### src/rtl/branch_resolve_stage.sv
// Branch resolution stage downstream of the ALU: latches Z and its flags, resolves
// conditional branches, and emits the next PC with a one-cycle pc_write strobe.
module branch_resolve_stage #(
    parameter int DATA_W = 32,
    parameter int PC_W   = 32,
    parameter int IMM_W  = 16,
    parameter int CNT_W  = 16
) (
    input  logic              clk,
    input  logic              reset,
    input  logic              start,
    input  logic [DATA_W-1:0] alu_z,
    input  logic              zero_flag,
    input  logic              carry_flag,
    input  logic [2:0]        br_type,
    input  logic [PC_W-1:0]   pc_cur,
    input  logic [IMM_W-1:0]  br_imm,
    output logic              busy,
    output logic              done,
    output logic [DATA_W-1:0] alu_out,
    output logic [1:0]        flags_q,
    output logic              taken,
    output logic [PC_W-1:0]   pc_next,
    output logic              pc_write,
    output logic [CNT_W-1:0]  taken_cnt,
    output logic              overrun
);

    typedef enum logic [1:0] {
        IDLE    = 2'd0,
        CAPTURE = 2'd1,
        EVAL    = 2'd2
    } stateT;

    localparam logic [2:0] BR_EQ = 3'b001;
    localparam logic [2:0] BR_NE = 3'b010;
    localparam logic [2:0] BR_GT = 3'b011;
    localparam logic [2:0] BR_LT = 3'b100;

    stateT            state;
    stateT            stateNext;
    logic [2:0]       brTypeQ;
    logic [PC_W-1:0]  pcCurQ;
    logic [IMM_W-1:0] brImmQ;

    logic             brTaken;
    logic [PC_W-1:0]  immExt;
    logic [PC_W-1:0]  pcSeq;
    logic [PC_W-1:0]  pcTarget;
    logic             zeroQ;
    logic             carryQ;

    assign zeroQ  = flags_q[0];
    assign carryQ = flags_q[1];
    assign busy   = (state != IDLE);

    // NOTE: every variable written in always_comb gets a default first, so no path
    // through the case leaves it unassigned and no latch is inferred.
    always_comb begin
        stateNext = state;
        case (state)
            IDLE:    if (start) stateNext = CAPTURE;
            CAPTURE: stateNext = EVAL;
            EVAL:    stateNext = IDLE;
            default: stateNext = IDLE;
        endcase
    end

    // Decision uses the flags latched with alu_out, never the live ALU flags.
    always_comb begin
        brTaken = 1'b0;
        case (brTypeQ)
            BR_EQ:   brTaken = zeroQ;
            BR_NE:   brTaken = !zeroQ;
            BR_GT:   brTaken = !zeroQ && carryQ;
            BR_LT:   brTaken = !zeroQ && !carryQ;
            default: brTaken = 1'b0;
        endcase
    end

    assign immExt   = {{(PC_W-IMM_W){brImmQ[IMM_W-1]}}, brImmQ};
    assign pcSeq    = pcCurQ + PC_W'(1);
    assign pcTarget = pcSeq + immExt;

    // NOTE: the latched branch operands are only read after a capture, so they carry
    // no reset; only architecturally visible state is cleared by reset.
    always_ff @(posedge clk) begin
        if (state == IDLE && start) begin
            brTypeQ <= br_type;
            pcCurQ  <= pc_cur;
            brImmQ  <= br_imm;
        end
    end

    // NOTE: sequential state uses non-blocking assignments so every register samples
    // the pre-edge values regardless of statement order.
    always_ff @(posedge clk) begin
        if (reset) begin
            state     <= IDLE;
            done      <= 1'b0;
            pc_write  <= 1'b0;
            taken     <= 1'b0;
            overrun   <= 1'b0;
            alu_out   <= '0;
            flags_q   <= '0;
            pc_next   <= '0;
            taken_cnt <= '0;
        end else begin
            state    <= stateNext;
            done     <= 1'b0;
            pc_write <= 1'b0;

            // Includes the done cycle: the FSM is still in EVAL then.
            if (start && state != IDLE) begin
                overrun <= 1'b1;
            end

            case (state)
                IDLE: begin
                    if (start) begin
                        alu_out <= alu_z;
                        flags_q <= {carry_flag, zero_flag};
                    end
                end
                CAPTURE: begin
                    taken    <= brTaken;
                    pc_next  <= brTaken ? pcTarget : pcSeq;
                    done     <= 1'b1;
                    pc_write <= 1'b1;
                    if (brTaken && taken_cnt != {CNT_W{1'b1}}) begin
                        taken_cnt <= taken_cnt + CNT_W'(1);
                    end
                end
                default: ;
            endcase
        end
    end

endmodule

### config.mk
export PLATFORM = sky130hd
export DESIGN_NAME = branch_resolve_stage
export DESIGN_NICKNAME = d
export VERILOG_FILES = /design/src/rtl/branch_resolve_stage.sv
export SDC_FILE = /design/constraint.sdc
export NUM_CORES = 1
export LEC_CHECK = 0
export BUFFER_PORTS_ARGS = -buffer_cell sky130_fd_sc_hd__clkbuf_2
export CAP_MARGIN = 20
export CORE_MARGIN = 3
export CORE_UTILIZATION = 25
export DETAILED_ROUTE_END_ITERATION = 8
export GPL_TIMING_DRIVEN = 0
export PLACE_DENSITY_LB_ADDON = 0.05
export SYNTH_ARGS = -nofsm -noshare
export SYNTH_HDL_FRONTEND = slang
export SYNTH_SLANG_ARGS = --single-unit
### constraint.sdc
create_clock -name clk -period 4.3 [get_ports clk]
set_clock_uncertainty 0.05 [all_clocks]
set_input_delay 0.645 -clock clk [delete_from_list [all_inputs] [get_ports clk]]
set_output_delay 0.645 -clock clk [all_outputs]
set_load 0.005 [all_outputs]
==> results by group <==
Power and ir drop
  – VDD IR max: 154 µV
  – PD cells: 394 nW/µm²
  – Final total power: 0.00371 W
  – P_leak: 3.87 nW

Setup path
  – RR Endpoint: pc_next[29]$_SDFFE_PP0P_
  – WP data arrival: 4.28 ns
  – Max FO, Critical Path: 8
  – Crit. End Element: flip-flop
  – Worst r2r path cells: 16
  – WS Path Type: flip-flop to flip-flop
  – Crit start category: flip-flop
  – Worst Setup SP: pcCurQ[7]$_DFFE_PP_
  – Critical path endpoint: pc_next[29]$_SDFFE_PP0P_
  – R2R Path Start: pcCurQ[7]$_DFFE_PP_
  – Worst EP required: 4.53 ns
  – Reg-to-reg setup timing slack: 0.25 ns

Floorplanning
  – Vert. Die Dim: 178 µm
  – Site Rows: 62
  – Placeable core area: 28,900 µm²
  – Die area: 31,600 µm²
  – Die width: 178 µm
  – Initial Utilization: 25.5%
  – # IOs: 175

Global route
  – Global route overflow: 0
  – Vias in the first global route: 6,399
  – First-pass GRT wire length: 38.1 mm
  – Largest net degree at the start of global routing: 38
  – Total track usage: 15.9%
  – Initial antenna violation count: 4

Placement
  – IO buf count: 173
  – Placer Congestion: 0.809
  – Area after DPL: 8730 µm²
  – Hpwl dp: 19.2 mm

Layout
  – Most frequent cells in the layout: 174 x clkbuf_2, 126 x nand2_1, 87 x dfxtp_1
  – Layout area overhead: 27.6%
  – Cell area after layout: 9400 µm²
  – Final Util: 32.6%
  – Ant diodes: 0
  – Share of layout cells above drive strength 1: 25.0%
  – Fin nets: 1,124
  – Commonest non-fill, non-tap cell in the layout: clkbuf_2

Routing
  – Vias post-DR: 6,448
  – Wire length on met2: 10.9 mm
  – Routed Antenna Nets: 0
  – Routed WL per cell: 17.9 µm
  – Metal1 wirelength: 11.8 mm
  – Met3 WL: 1.81 mm
  – Initial DRT Pass Iterations: 4
  – Top Layer Used: met5
  – Final WL: 24.9 mm
  – Vias per inst: 4.63
  – Drt initial violations: 356
  – # DRC: 0

Clock network
  – Worst skew pair latency: 0.43 ns
  – Post-CTS setup buffer count: 0
  – Clock-pin slew on the worst setup and hold paths: 0.07 ns
  – Buffer depth of the longest clock path: 2
  – TritonCTS clock tree: done
  – Clock sinks: 138
  – H-tree depth: 4
  – Clock root buffer: clkbuf_16
  – CTS hold repair buffers: 0
  – Num CTS Buffers: 17

Synthesis
  – Synth cell types: 71
  – #FFs+latches synth: 138
  – Mean post-synth cell area: 9.19 µm²
  – Mapped cell area: 7370 µm²
  – Mapped Nets: 931
  – Post-synth EDFFs: 51
  – Synth Flop Type: dfxtp_1
  – Cell count after synthesis: 802
  – Seq/Total Area, Yosys: 44.4%
  – Yosys warns: 0
  – Fraction of registers with async set/reset: 0%

Timing
  – RSZ-0062 raised after global routing: no
  – Final setup vio count: 0
  – Fmax: 0.247 GHz
  – Final hold vios: 0
  – Relative slew slack: 33.2%
  – Final min period: 4.05 ns
  – Final Max Slew Viols: 0
  – Final worst path period share: 94.2%
  – Worst Tran Pin Value: 1.00 ns

Min path
  – Worst min path class: input pin to flip-flop
  – Worst hold path stage count: 1

Run status
  – Outcome: complete, no violations

Flow run
  – Max-Cap Viols: 0
worst min-delay path by stage:
| stage | from | slack (ns) | endpoint |
|---|---|---|---|
| 2_1_floorplan | pc_next[2]$_SDFFE_PP0P_ | 0.40 | pc_next[2]$_SDFFE_PP0P_ |
| 5_1_grt | br_imm[7] | 0.32 | brImmQ[7]$_DFFE_PP_ |
| 3_5_place_dp | alu_out[1]$_SDFFE_PP0P_ | 0.40 | alu_out[1]$_SDFFE_PP0P_ |
| 4_1_cts | pc_cur[4] | 0.32 | pcCurQ[4]$_DFFE_PP_ |
| 6_report | pc_cur[6] | 0.33 | pcCurQ[6]$_DFFE_PP_ |
| 3_3_place_gp | alu_out[28]$_SDFFE_PP0P_ | 0.39 | alu_out[28]$_SDFFE_PP0P_ |
area by class of cell:
class / count / area, µm²
fill: 3102 / 19500
multi-input combinational: 608 / 3910
sequential: 138 / 3270
timing repair buffer: 174 / 886
tap: 384 / 480
clock buffer: 18 / 450
buffer: 38 / 170
clock inverter: 14 / 165
inverter: 18 / 67.6
synth_stat cells (3+ instances only):
| cell | count | share of area, % |
|---|---|---|
| ha_1 | 40 | 6.8 |
| nor3_1 | 12 | 0.82 |
| or3_1 | 7 | 0.59 |
| nor2b_1 | 3 | 0.25 |
| a21oi_2 | 3 | 0.36 |
| a221oi_1 | 3 | 0.36 |
| a21o_1 | 9 | 0.92 |
| nand2b_1 | 4 | 0.34 |
| a211o_1 | 3 | 0.36 |
| nand2_1 | 126 | 6.4 |
| a211oi_1 | 13 | 1.3 |
| o21ai_0 | 33 | 2.2 |
| and2_1 | 3 | 0.25 |
| a31o_2 | 3 | 0.36 |
| xnor2_1 | 32 | 3.8 |
| mux2i_1 | 9 | 1.2 |
| a31oi_1 | 5 | 0.42 |
| o21bai_1 | 3 | 0.31 |
| o211ai_1 | 4 | 0.41 |
| dfxtp_1 | 87 | 24 |
| nor2_1 | 63 | 3.2 |
| inv_1 | 17 | 0.87 |
| and4_1 | 6 | 0.71 |
| buf_2 | 8 | 0.54 |
| xor2_1 | 28 | 3.3 |
| and3_1 | 8 | 0.68 |
| o21a_1 | 6 | 0.61 |
| o21ai_1 | 7 | 0.48 |
| clkbuf_1 | 22 | 1.1 |
| nand4_1 | 9 | 0.76 |
| nand3_1 | 32 | 2.2 |
| edfxtp_1 | 51 | 21 |
| a21oi_1 | 85 | 5.8 |
| buf_1 | 4 | 0.20 |
| a32oi_1 | 4 | 0.48 |
| a311oi_1 | 4 | 0.48 |
stage by stage:
stage                     std cells  setup TNS [ns]  setup WS (ns)  hold WS, ns
after global routing           1392               0         0.0100        0.317
after detailed placement       1360          -0.162         -0.130        0.398
after floorplan                 802               0          0.922        0.398
after CTS                      1392               0         0.0786        0.316
final                          1392               0          0.251        0.335
after global placement         1359          -0.362         -0.129        0.392
registers in the layout, indices dropped and copies added (netlist names):
signal	cells
alu_out	32
pcCurQ	32
pc_next	32
brImmQ	16
taken_cnt	16
brTypeQ	3
flags_q	2
state	2
overrun	1
pc_write	1
taken	1
timing repair:
action,in CTS,in global routing
resized for setup,1,8
setup endpoints to repair,3,5
pin swaps,0,0
endpoints found under the hold margin,0,0
metal layers:
metal / vias to the layer above / track usage, %
met3: 28 / 5.28
met5: - / 0
met1: 2978 / 22.0
met4: 8 / 3.76
li1: 3271 / -
met2: 163 / 23.9
kinds of logic (layout without fill, tap and decap cells):
family	Yosys count	count (layout)	synth area share (%)
xor gates and xnor gates	61	61	7.35
DFF	138	138	44.4
AOI/OAI and AO/OA	206	206	18.1
and+or+nand+nor	291	291	18.6
muxes	9	9	1.22
buffers and inverters	56	262	3.21
adders and majority gates	41	41	7.07
report_power, final:
part	switching [W]	internal, W
Clock	0.000724	0.000825
Combinational	0.000403	0.000263
Sequential	0.0000530	0.00144
Total	0.00118	0.00253
worst max-delay path, stage by stage, from the launching register on:
cell and delay (ns):
edfxtp_1 0.46, and4_1 0.29, and4_1 0.24, buf_4 0.18, nand2_4 0.09, nor2b_4 0.17, xor2_1 0.33, ha_1 0.30
buf_2 0.18, and4_1 0.25, nand2_1 0.09, o2bb2ai_1 0.10, a211oi_2 0.32, a211oi_1 0.18, a2111oi_4 0.37, mux2i_1 0.22
a21oi_1 0.08
No activity file was read; power rests on OpenSTA's default activity.
